===== src/rtl/fetch_ifid_stage_pkg.sv =====
// Shared types and defaults for the instruction-fetch / IF-ID stage.
package fetch_ifid_stage_pkg;

  localparam int unsigned DEF_ADDR_W    = 32;
  localparam int unsigned DEF_DATA_W    = 32;
  localparam logic [31:0] DEF_NOP_INSTR = 32'h0000_0000;

  typedef enum logic [2:0] {
    BOOT,
    FETCH,
    WAIT,
    SKID,
    DRAIN
  } fetch_state_e;

endpackage


===== src/rtl/fetch_ifid_stage_ifid_reg.sv =====
// IF/ID pipeline register with a one-entry skid buffer in front of it.
module fetch_ifid_stage_ifid_reg #(
  parameter int unsigned       ADDR_W    = 32,
  parameter int unsigned       DATA_W    = 32,
  parameter logic [DATA_W-1:0] NOP_INSTR = '0
) (
  input  logic              clk,
  input  logic              rst_n,
  input  logic              flush,
  input  logic              load,
  input  logic              consume,
  input  logic [DATA_W-1:0] load_instr,
  input  logic [ADDR_W-1:0] load_pc,
  input  logic [ADDR_W-1:0] load_npc,
  output logic              skid_valid,
  output logic              ifid_valid,
  output logic [DATA_W-1:0] ifid_instr,
  output logic [ADDR_W-1:0] ifid_pc,
  output logic [ADDR_W-1:0] ifid_npc
);

  logic              valid_q, valid_d;
  logic [DATA_W-1:0] instr_q, instr_d;
  logic [ADDR_W-1:0] pc_q, pc_d, npc_q, npc_d;
  logic              skid_valid_q, skid_valid_d;
  logic [DATA_W-1:0] skid_instr_q, skid_instr_d;
  logic [ADDR_W-1:0] skid_pc_q, skid_pc_d, skid_npc_q, skid_npc_d;

  always_ff @(posedge clk or negedge rst_n) begin
    if (!rst_n) begin
      valid_q      <= 1'b0;
      instr_q      <= NOP_INSTR;
      pc_q         <= '0;
      npc_q        <= '0;
      skid_valid_q <= 1'b0;
      skid_instr_q <= NOP_INSTR;
      skid_pc_q    <= '0;
      skid_npc_q   <= '0;
    end else begin
      valid_q      <= valid_d;
      instr_q      <= instr_d;
      pc_q         <= pc_d;
      npc_q        <= npc_d;
      skid_valid_q <= skid_valid_d;
      skid_instr_q <= skid_instr_d;
      skid_pc_q    <= skid_pc_d;
      skid_npc_q   <= skid_npc_d;
    end
  end

  // A full skid implies IF/ID is held, so no new load can arrive alongside it.
  always_comb begin
    valid_d      = valid_q;
    instr_d      = instr_q;
    pc_d         = pc_q;
    npc_d        = npc_q;
    skid_valid_d = skid_valid_q;
    skid_instr_d = skid_instr_q;
    skid_pc_d    = skid_pc_q;
    skid_npc_d   = skid_npc_q;
    if (flush) begin
      valid_d      = 1'b0;
      instr_d      = NOP_INSTR;
      skid_valid_d = 1'b0;
    end else if (skid_valid_q) begin
      if (consume) begin
        valid_d      = 1'b1;
        instr_d      = skid_instr_q;
        pc_d         = skid_pc_q;
        npc_d        = skid_npc_q;
        skid_valid_d = 1'b0;
      end
    end else if (load) begin
      if (!valid_q || consume) begin
        valid_d = 1'b1;
        instr_d = load_instr;
        pc_d    = load_pc;
        npc_d   = load_npc;
      end else begin
        skid_valid_d = 1'b1;
        skid_instr_d = load_instr;
        skid_pc_d    = load_pc;
        skid_npc_d   = load_npc;
      end
    end else if (valid_q && consume) begin
      valid_d = 1'b0;
      instr_d = NOP_INSTR;
    end
  end

  assign skid_valid = skid_valid_q;
  assign ifid_valid = valid_q;
  assign ifid_instr = instr_q;
  assign ifid_pc    = pc_q;
  assign ifid_npc   = npc_q;

endmodule


===== src/rtl/fetch_ifid_stage.sv =====
// Instruction-fetch stage: one outstanding imem request, PC/nPC advance, IF/ID capture.
module fetch_ifid_stage
  import fetch_ifid_stage_pkg::*;
#(
  parameter int unsigned       ADDR_W    = DEF_ADDR_W,
  parameter int unsigned       DATA_W    = DEF_DATA_W,
  parameter logic [DATA_W-1:0] NOP_INSTR = DATA_W'(DEF_NOP_INSTR)
) (
  input  logic              Clk,
  input  logic              Reset,
  input  logic [ADDR_W-1:0] PC,
  input  logic [ADDR_W-1:0] nPC,
  input  logic              flush,
  input  logic              id_stall,
  output logic              pc_load,
  output logic              imem_req,
  output logic [ADDR_W-1:0] imem_addr,
  input  logic              imem_gnt,
  input  logic              imem_rvalid,
  input  logic [DATA_W-1:0] imem_rdata,
  output logic              ifid_valid,
  output logic [DATA_W-1:0] ifid_instr,
  output logic [ADDR_W-1:0] ifid_pc,
  output logic [ADDR_W-1:0] ifid_npc
);

  fetch_state_e      state_q, state_d;
  logic [ADDR_W-1:0] pend_pc_q, pend_pc_d, pend_npc_q, pend_npc_d;
  logic              skid_valid;
  logic              fetch_ok, grant, rsp_load, ifid_free;

  always_ff @(posedge Clk or negedge Reset) begin
    if (!Reset) begin
      state_q    <= BOOT;
      pend_pc_q  <= '0;
      pend_npc_q <= '0;
    end else begin
      state_q    <= state_d;
      pend_pc_q  <= pend_pc_d;
      pend_npc_q <= pend_npc_d;
    end
  end

  // A gnt seen together with flush still counts as accepted by memory, so its
  // response must be drained even though pc_load is suppressed.
  always_comb begin
    state_d = state_q;
    unique case (state_q)
      BOOT:  state_d = FETCH;
      FETCH: begin
        if (flush)      state_d = (fetch_ok && imem_gnt) ? DRAIN : FETCH;
        else if (grant) state_d = WAIT;
      end
      WAIT: begin
        if (flush)            state_d = imem_rvalid ? FETCH : DRAIN;
        else if (imem_rvalid) state_d = ifid_free ? FETCH : SKID;
      end
      SKID: begin
        if (flush || !id_stall) state_d = FETCH;
      end
      DRAIN: begin
        if (imem_rvalid) state_d = FETCH;
      end
      default: state_d = BOOT;
    endcase
  end

  always_comb begin
    ifid_free  = !ifid_valid || !id_stall;
    fetch_ok   = (state_q == FETCH) && !skid_valid && !(ifid_valid && id_stall);
    imem_req   = fetch_ok && !flush;
    imem_addr  = PC;
    grant      = imem_req && imem_gnt;
    pc_load    = grant;
    rsp_load   = (state_q == WAIT) && imem_rvalid && !flush;
    pend_pc_d  = grant ? PC  : pend_pc_q;
    pend_npc_d = grant ? nPC : pend_npc_q;
  end

  fetch_ifid_stage_ifid_reg #(
    .ADDR_W    (ADDR_W),
    .DATA_W    (DATA_W),
    .NOP_INSTR (NOP_INSTR)
  ) u_ifid_reg (
    .clk        (Clk),
    .rst_n      (Reset),
    .flush      (flush),
    .load       (rsp_load),
    .consume    (!id_stall),
    .load_instr (imem_rdata),
    .load_pc    (pend_pc_q),
    .load_npc   (pend_npc_q),
    .skid_valid (skid_valid),
    .ifid_valid (ifid_valid),
    .ifid_instr (ifid_instr),
    .ifid_pc    (ifid_pc),
    .ifid_npc   (ifid_npc)
  );

  // A response is only legal while one is outstanding.
  a_rvalid_expected: assert property (@(posedge Clk) disable iff (!Reset)
    imem_rvalid |-> (state_q == WAIT || state_q == DRAIN));

endmodule


===== config.mk =====
export PLATFORM = sky130hd
export DESIGN_NAME = fetch_ifid_stage
export DESIGN_NICKNAME = d
export VERILOG_FILES = /design/src/rtl/fetch_ifid_stage_pkg.sv /design/src/rtl/fetch_ifid_stage_ifid_reg.sv /design/src/rtl/fetch_ifid_stage.sv
export SDC_FILE = /design/constraint.sdc
export NUM_CORES = 1
export LEC_CHECK = 0
export CAP_MARGIN = 20
export CORE_MARGIN = 2
export CORE_UTILIZATION = 55
export DETAILED_ROUTE_END_ITERATION = 7
export PLACE_DENSITY = 0.94
export REMOVE_ABC_BUFFERS = 1
export SLEW_MARGIN = 20
export SYNTH_ARGS = -nofsm -noshare
export SYNTH_HDL_FRONTEND = slang
export SYNTH_SLANG_ARGS = --single-unit

===== constraint.sdc =====
create_clock -name Clk -period 5.82 [get_ports Clk]
set_clock_uncertainty 0.15 [all_clocks]
set_input_delay 0.582 -clock Clk [delete_from_list [all_inputs] [get_ports Clk]]
set_output_delay 0.582 -clock Clk [all_outputs]
set_load 0.01 [all_outputs]

; Word level (Yosys, flattened, before mapping)
; Index checks and enable logic that the tools add are counted.
[classes]
add_sub_neg = 0
multipliers = 0
n_div = 0
magnitude_cmp = 0
n_eq_ne = 11
shift = 0
mux = 35
n_bitwise = 3
n_reduce_logical = 24
[ops]
columns = cell, n
row1 = 32-bit 2-to-1 mux, 14
row2 = 3-bit 2-to-1 mux, 8
row3 = 3-bit case mux with 5 select lines, 1
row4 = 4-bit AND reduction, 3
row5 = 1-bit 2-to-1 mux, 11
row6 = 1-bit logical AND, 9
row7 = 3-bit != test (second input constant), 3
row8 = 3-bit by 2-bit equality test with 1-bit output (second input constant), 2
row9 = 2-bit != test (second input constant), 3
row10 = 1-bit zero test, 5
row11 = 4-bit by 2-bit != test with 1-bit output (second input constant), 1
row12 = 2-bit nonzero test, 2
row13 = 4-bit nonzero test, 1
row14 = 3-bit by 1-bit equality test with 1-bit output (second input constant), 1
row15 = 3-bit equality test (second input constant), 1
row16 = 3-bit zero test, 1
row17 = 1-bit inverter, 3
row18 = 3-bit AND reduction, 1
row19 = 1-bit logical OR, 2
row20 = 2-bit 2-to-1 mux, 1
[word_totals]
register_bits = 261
latchBits = 0
ram_bits = 0
romBits = 0
inputBits = 102
output_inout_bits = 131
word_cells = 84
mem_count = 0

; Logic depth before layout (Yosys ltp)
[depth]
ltp_word = 8
depth_mapped = 6
depth_no_buf = 3

; Hierarchy
; Synthesis repeated with hierarchy kept, for this count alone.
[hier_totals]
cells_unflattened = 730
area_unflattened_um2 = 11421.0
[by_module_without_submodules]
columns = module, instances, cells_per_inst, area_per_inst_um2, seq_area_each_um2
row1 = fetch_ifid_stage_ifid_reg, 1, 531, 8345.5, 4854.7
row2 = fetch_ifid_stage, 1, 199, 3075.4, 1676.6

; Worst setup path after synthesis
; No wires, ideal clock.
[synth_timing]
path_type = input-to-output
start = in flush
end = out pc_load
t_arrival_ns = 1.470
required_time_ns = 5.088
slack_ns = 3.618
cell_stages = 6
path_buffers = 3
cell_sequence = clkbuf_1 > nor2_1 > nand4_1 > buf_2 > buf_4 > inv_1
[synth_via]
elab_chain_cells = 3
[synth_rtl]
columns = element, line_no
row1 = start: declaration, fetch_ifid_stage.sv:13  ; input logic flush,
row2 = 1-bit zero test, fetch_ifid_stage.sv:71  ; imem_req = fetch_ok && !flush;
row3 = 1-bit logical AND, fetch_ifid_stage.sv:71
row4 = 1-bit logical AND, fetch_ifid_stage.sv:73  ; grant = imem_req && imem_gnt;
row5 = end: declaration, fetch_ifid_stage.sv:15  ; output logic pc_load,
; Every way passes these cells.

; Worst setup path in the final report
[layout_timing]
start = reg u_ifid_reg.skid_valid_q (netlist: u_ifid_reg.skid_valid)
end = reg u_ifid_reg.skid_instr_q[29]
[layout_via]
elab_chain_cells = 2
[layout_rtl]
columns = element, line_no
row1 = start: declaration, fetch_ifid_stage_ifid_reg.sv:25  ; logic skid_valid_q, skid_valid_d;
row2 = start signal: assignment, fetch_ifid_stage_ifid_reg.sv:44  ; skid_valid_q <= skid_valid_d;
row3 = 1-bit inverter (no source line), -
row4 = 4-bit AND reduction (no source line), -
row5 = end signal: assignment, fetch_ifid_stage_ifid_reg.sv:45  ; skid_instr_q <= skid_instr_d;
row6 = end: declaration, fetch_ifid_stage_ifid_reg.sv:26  ; logic [DATA_W-1:0] skid_instr_q, skid_instr_d;
; Every way passes these cells.
; A chain may end at the register's enable or synchronous reset.

==> reports/results.ini <==
[worst_setup_path]
start_kind=flip-flop
cp.required_ns=6.06
cp_max_fo=54
rr_startpoint=u_ifid_reg.skid_valid
cp_num_buf_inv=2
r2r_slack_ns=2.28
cp-end-kind=flip-flop
cp_slowest_cell=dfrtp_4
worst_path_most_repeated_cell=buf_4
reg2regPathDepth=5
r2r_end=u_ifid_reg.skid_instr_q[29]
worstPathCellList=nor3_4 > buf_4 > nand4_4 > buf_4 > mux2_1
crit_arrival_ns=3.78
path_class=reg -> reg
cp_slowest_stage_delay_ns=0.75
path_delay_family=buffers and inverters

[place]
hpwl_mm=15.5
place_area_um2=13300
dp_slack_ns=1.89
gp_congestion=0.798
port_buffers=232

[clocking]
worstSkewPairLatency_ns=0.51
clk_pin_slew_ns=0.06
clk_path_buf_depth=3
clock-sinks=261
cts_hold_buf=0
clockRootBuffer=clkbuf_16
ctsResizeCount=0
cts_tree=built
cts_buffers=26
cts_setup_buffers=0
cts-htree-levels=1

[detailed_routing]
drc=0
drtIter0Drc=330
drt_wl_total_mm=24.3
drt-wirelength-per-cell_um=20.3
via_count=6810
via_per_inst=5.69
drt.antenna.violating_nets=0
drtPass1Iterations=4

[synthesis]
synth_fa_ha_area_share_pct=0
synth_area_um2=11100
syn_area_per_cell_um2=15.2
synth_compound_area_share_pct=6.14
synth_top_area_share_pct=58.8
synth_top_family_by_area=multiplexers
muxShareOfSynthArea_pct=29.2
synthSimpleGateAreaFrac_pct=0.923
ys_top_cells_by_area=dfrtp_1, mux2_1, mux2_2
synth_xor_xnor_area_share_pct=0
netlist.top_cell.by_area=dfrtp_1
yosysWarningCount=0
ys_seq_area_share_pct=58.8
ys_ff_latch=261
synthCells=730
synth_cell_types=31

[pwr]
leakage_uw=0.00645
irDropWorstVdd_uv=232
powerDensity_nw_per_um2=390
total_power_uw=5520
intPower_uw=4060
swShare_pct=26.5
seqPwrFrac_pct=45.8
comb_power_share_pct=25.6
p_switching_uw=1460
clockPowerShare_pct=28.6

[global_route]
grt_max_degree=133
grt_overflow_total=0
antenna_found_initial=0
track_usage_pct=22.5
grt_pass1_wl_mm=39.1
grt_pass1_vias=7275

[sta]
fin_ws_ns=2.28
drv_slew=0
maxSlewHeadroom_pct=33.6
tightest_slew_ns=0.996
grt_setup_unrepaired=false
min_period_ns=3.54
post-route-period-util_pct=60.8
holdWs_ns=-0.00309
hold_violations=3
clock.fmax_mhz=283
finalSetupViolCount=0

[floorplan]
dieArea_um2=21400
ios=233
rows=51
core_area_um2=19700
start_util_pct=56.5
die_w_um=146
die_y_um=146

[final_layout]
post_route_cells_drive_above_1_share_pct=20.7
fin_area_um2=14200
postLayoutCoreUtil_pct=72.0
nFillCells=1295
seqCellArea_um2=6540
syn2layout_area_growth_pct=27.4
multi_input_area_um2=4060
diodes=0
nNetsFinal=1018

[outcome]
violations=negative hold slack
outcome=finished with violations

[hold_path]
holdCritPathClass=in -> async

[flow_run]
drv_cap=0

## synthesized netlist by cell type
cell type / count
a21boi_0: 2
o21ba_2: 1
nor3_2: 1
buf_6: 9
nand4_2: 1
o21ai_0: 1
inv_1: 3
a211oi_1: 2
and3_1: 1
o2bb2ai_1: 32
a31o_2: 1
buf_2: 15
mux2_1: 149
nand3_1: 1
o21a_1: 3
a211o_1: 1
a21oi_1: 3
nor2_1: 5
mux2_2: 139
a32oi_1: 32
a211oi_2: 1
nand4bb_1: 1
clkbuf_1: 21
nor4bb_1: 1
nand4_1: 1
buf_4: 38
and3b_1: 1
o31a_1: 1
nand2b_1: 1
nor3b_1: 1
dfrtp_1: 261
## kinds of logic after synthesis
logic type,count (synthesis)
simple gates,15
flops,261
mux,288
compound gates,80
buf+inv,86
## registers in the layout, summed over array words and instances, names as in the netlist, 32 cells and up
signal                   flops
u_ifid_reg.skid_pc_q        32
pend_npc_q                  32
u_ifid_reg.ifid_pc          32
u_ifid_reg.ifid_instr       32
pend_pc_q                   32
u_ifid_reg.ifid_npc         32
u_ifid_reg.skid_instr_q     32
u_ifid_reg.skid_npc_q       32
## how the worst max path moves through the flow
stage                                from                           to  slack, ns  depth (start not counted)
detailed placement                  flush   u_ifid_reg.skid_instr_q[3]       1.89                          6
CTS                 u_ifid_reg.skid_valid  u_ifid_reg.skid_instr_q[29]       2.24                          5
global route        u_ifid_reg.skid_valid  u_ifid_reg.skid_instr_q[29]       2.05                          5
global placement                    flush    u_ifid_reg.skid_npc_q[26]       1.95                          6
floorplan           u_ifid_reg.skid_valid      u_ifid_reg.ifid_npc[31]      -2.30                          3
finish              u_ifid_reg.skid_valid  u_ifid_reg.skid_instr_q[29]       2.28                          5
## cell usage in the layout, fill, tap and decap left out, drive strengths merged, types with 2 or more instances in the layout
master,synthesis,final
dfrtp,261,261
a211oi,3,3
nor2,5,5
buf,62,10
a32oi,32,32
inv,3,3
a21boi,2,2
mux2,288,288
a21oi,3,3
nand4,2,2
clkbuf,21,41
o21a,3,3
clkinv,0,2
clkdlybuf4s50,0,231
o2bb2ai,32,32
## power by group through the flow
stage,clock network [uW],logic (uW),registers (uW)
2_1_floorplan,0,674,2550
3_3_place_gp,0,1370,2520
3_5_place_dp,0,1420,2550
4_1_cts,1610,1440,2530
5_1_grt,1690,1510,2590
6_report,1580,1410,2530
## layout make-up
class	count	area share, %
clock inverter	2	0.0707
clock buffer	41	5.64
sequential	261	46.2
multi-input combinational	383	28.7
tap	265	2.34
timing repair buffer	241	17.0
inverter	3	0.0795
## through the flow
stage	instances	hold slack (ns)	setup TNS [ns]
6_report	1196	-0.00309	0
4_1_cts	1196	0.0434	0
2_1_floorplan	647	0.136	-152.66
5_1_grt	1196	0.0826	0
3_5_place_dp	1153	0.323	0
3_3_place_gp	1153	0.317	0
## metal layers
metal	GRT usage (%)	wire length, um	vias to the layer above
met4	5.05	388	0
met2	37.9	11800	266
met1	30.4	10400	3491
met3	4.63	1790	32
li1	-	-	3021
met5	0	0	-
No activity file was read; power rests on OpenSTA's default activity.
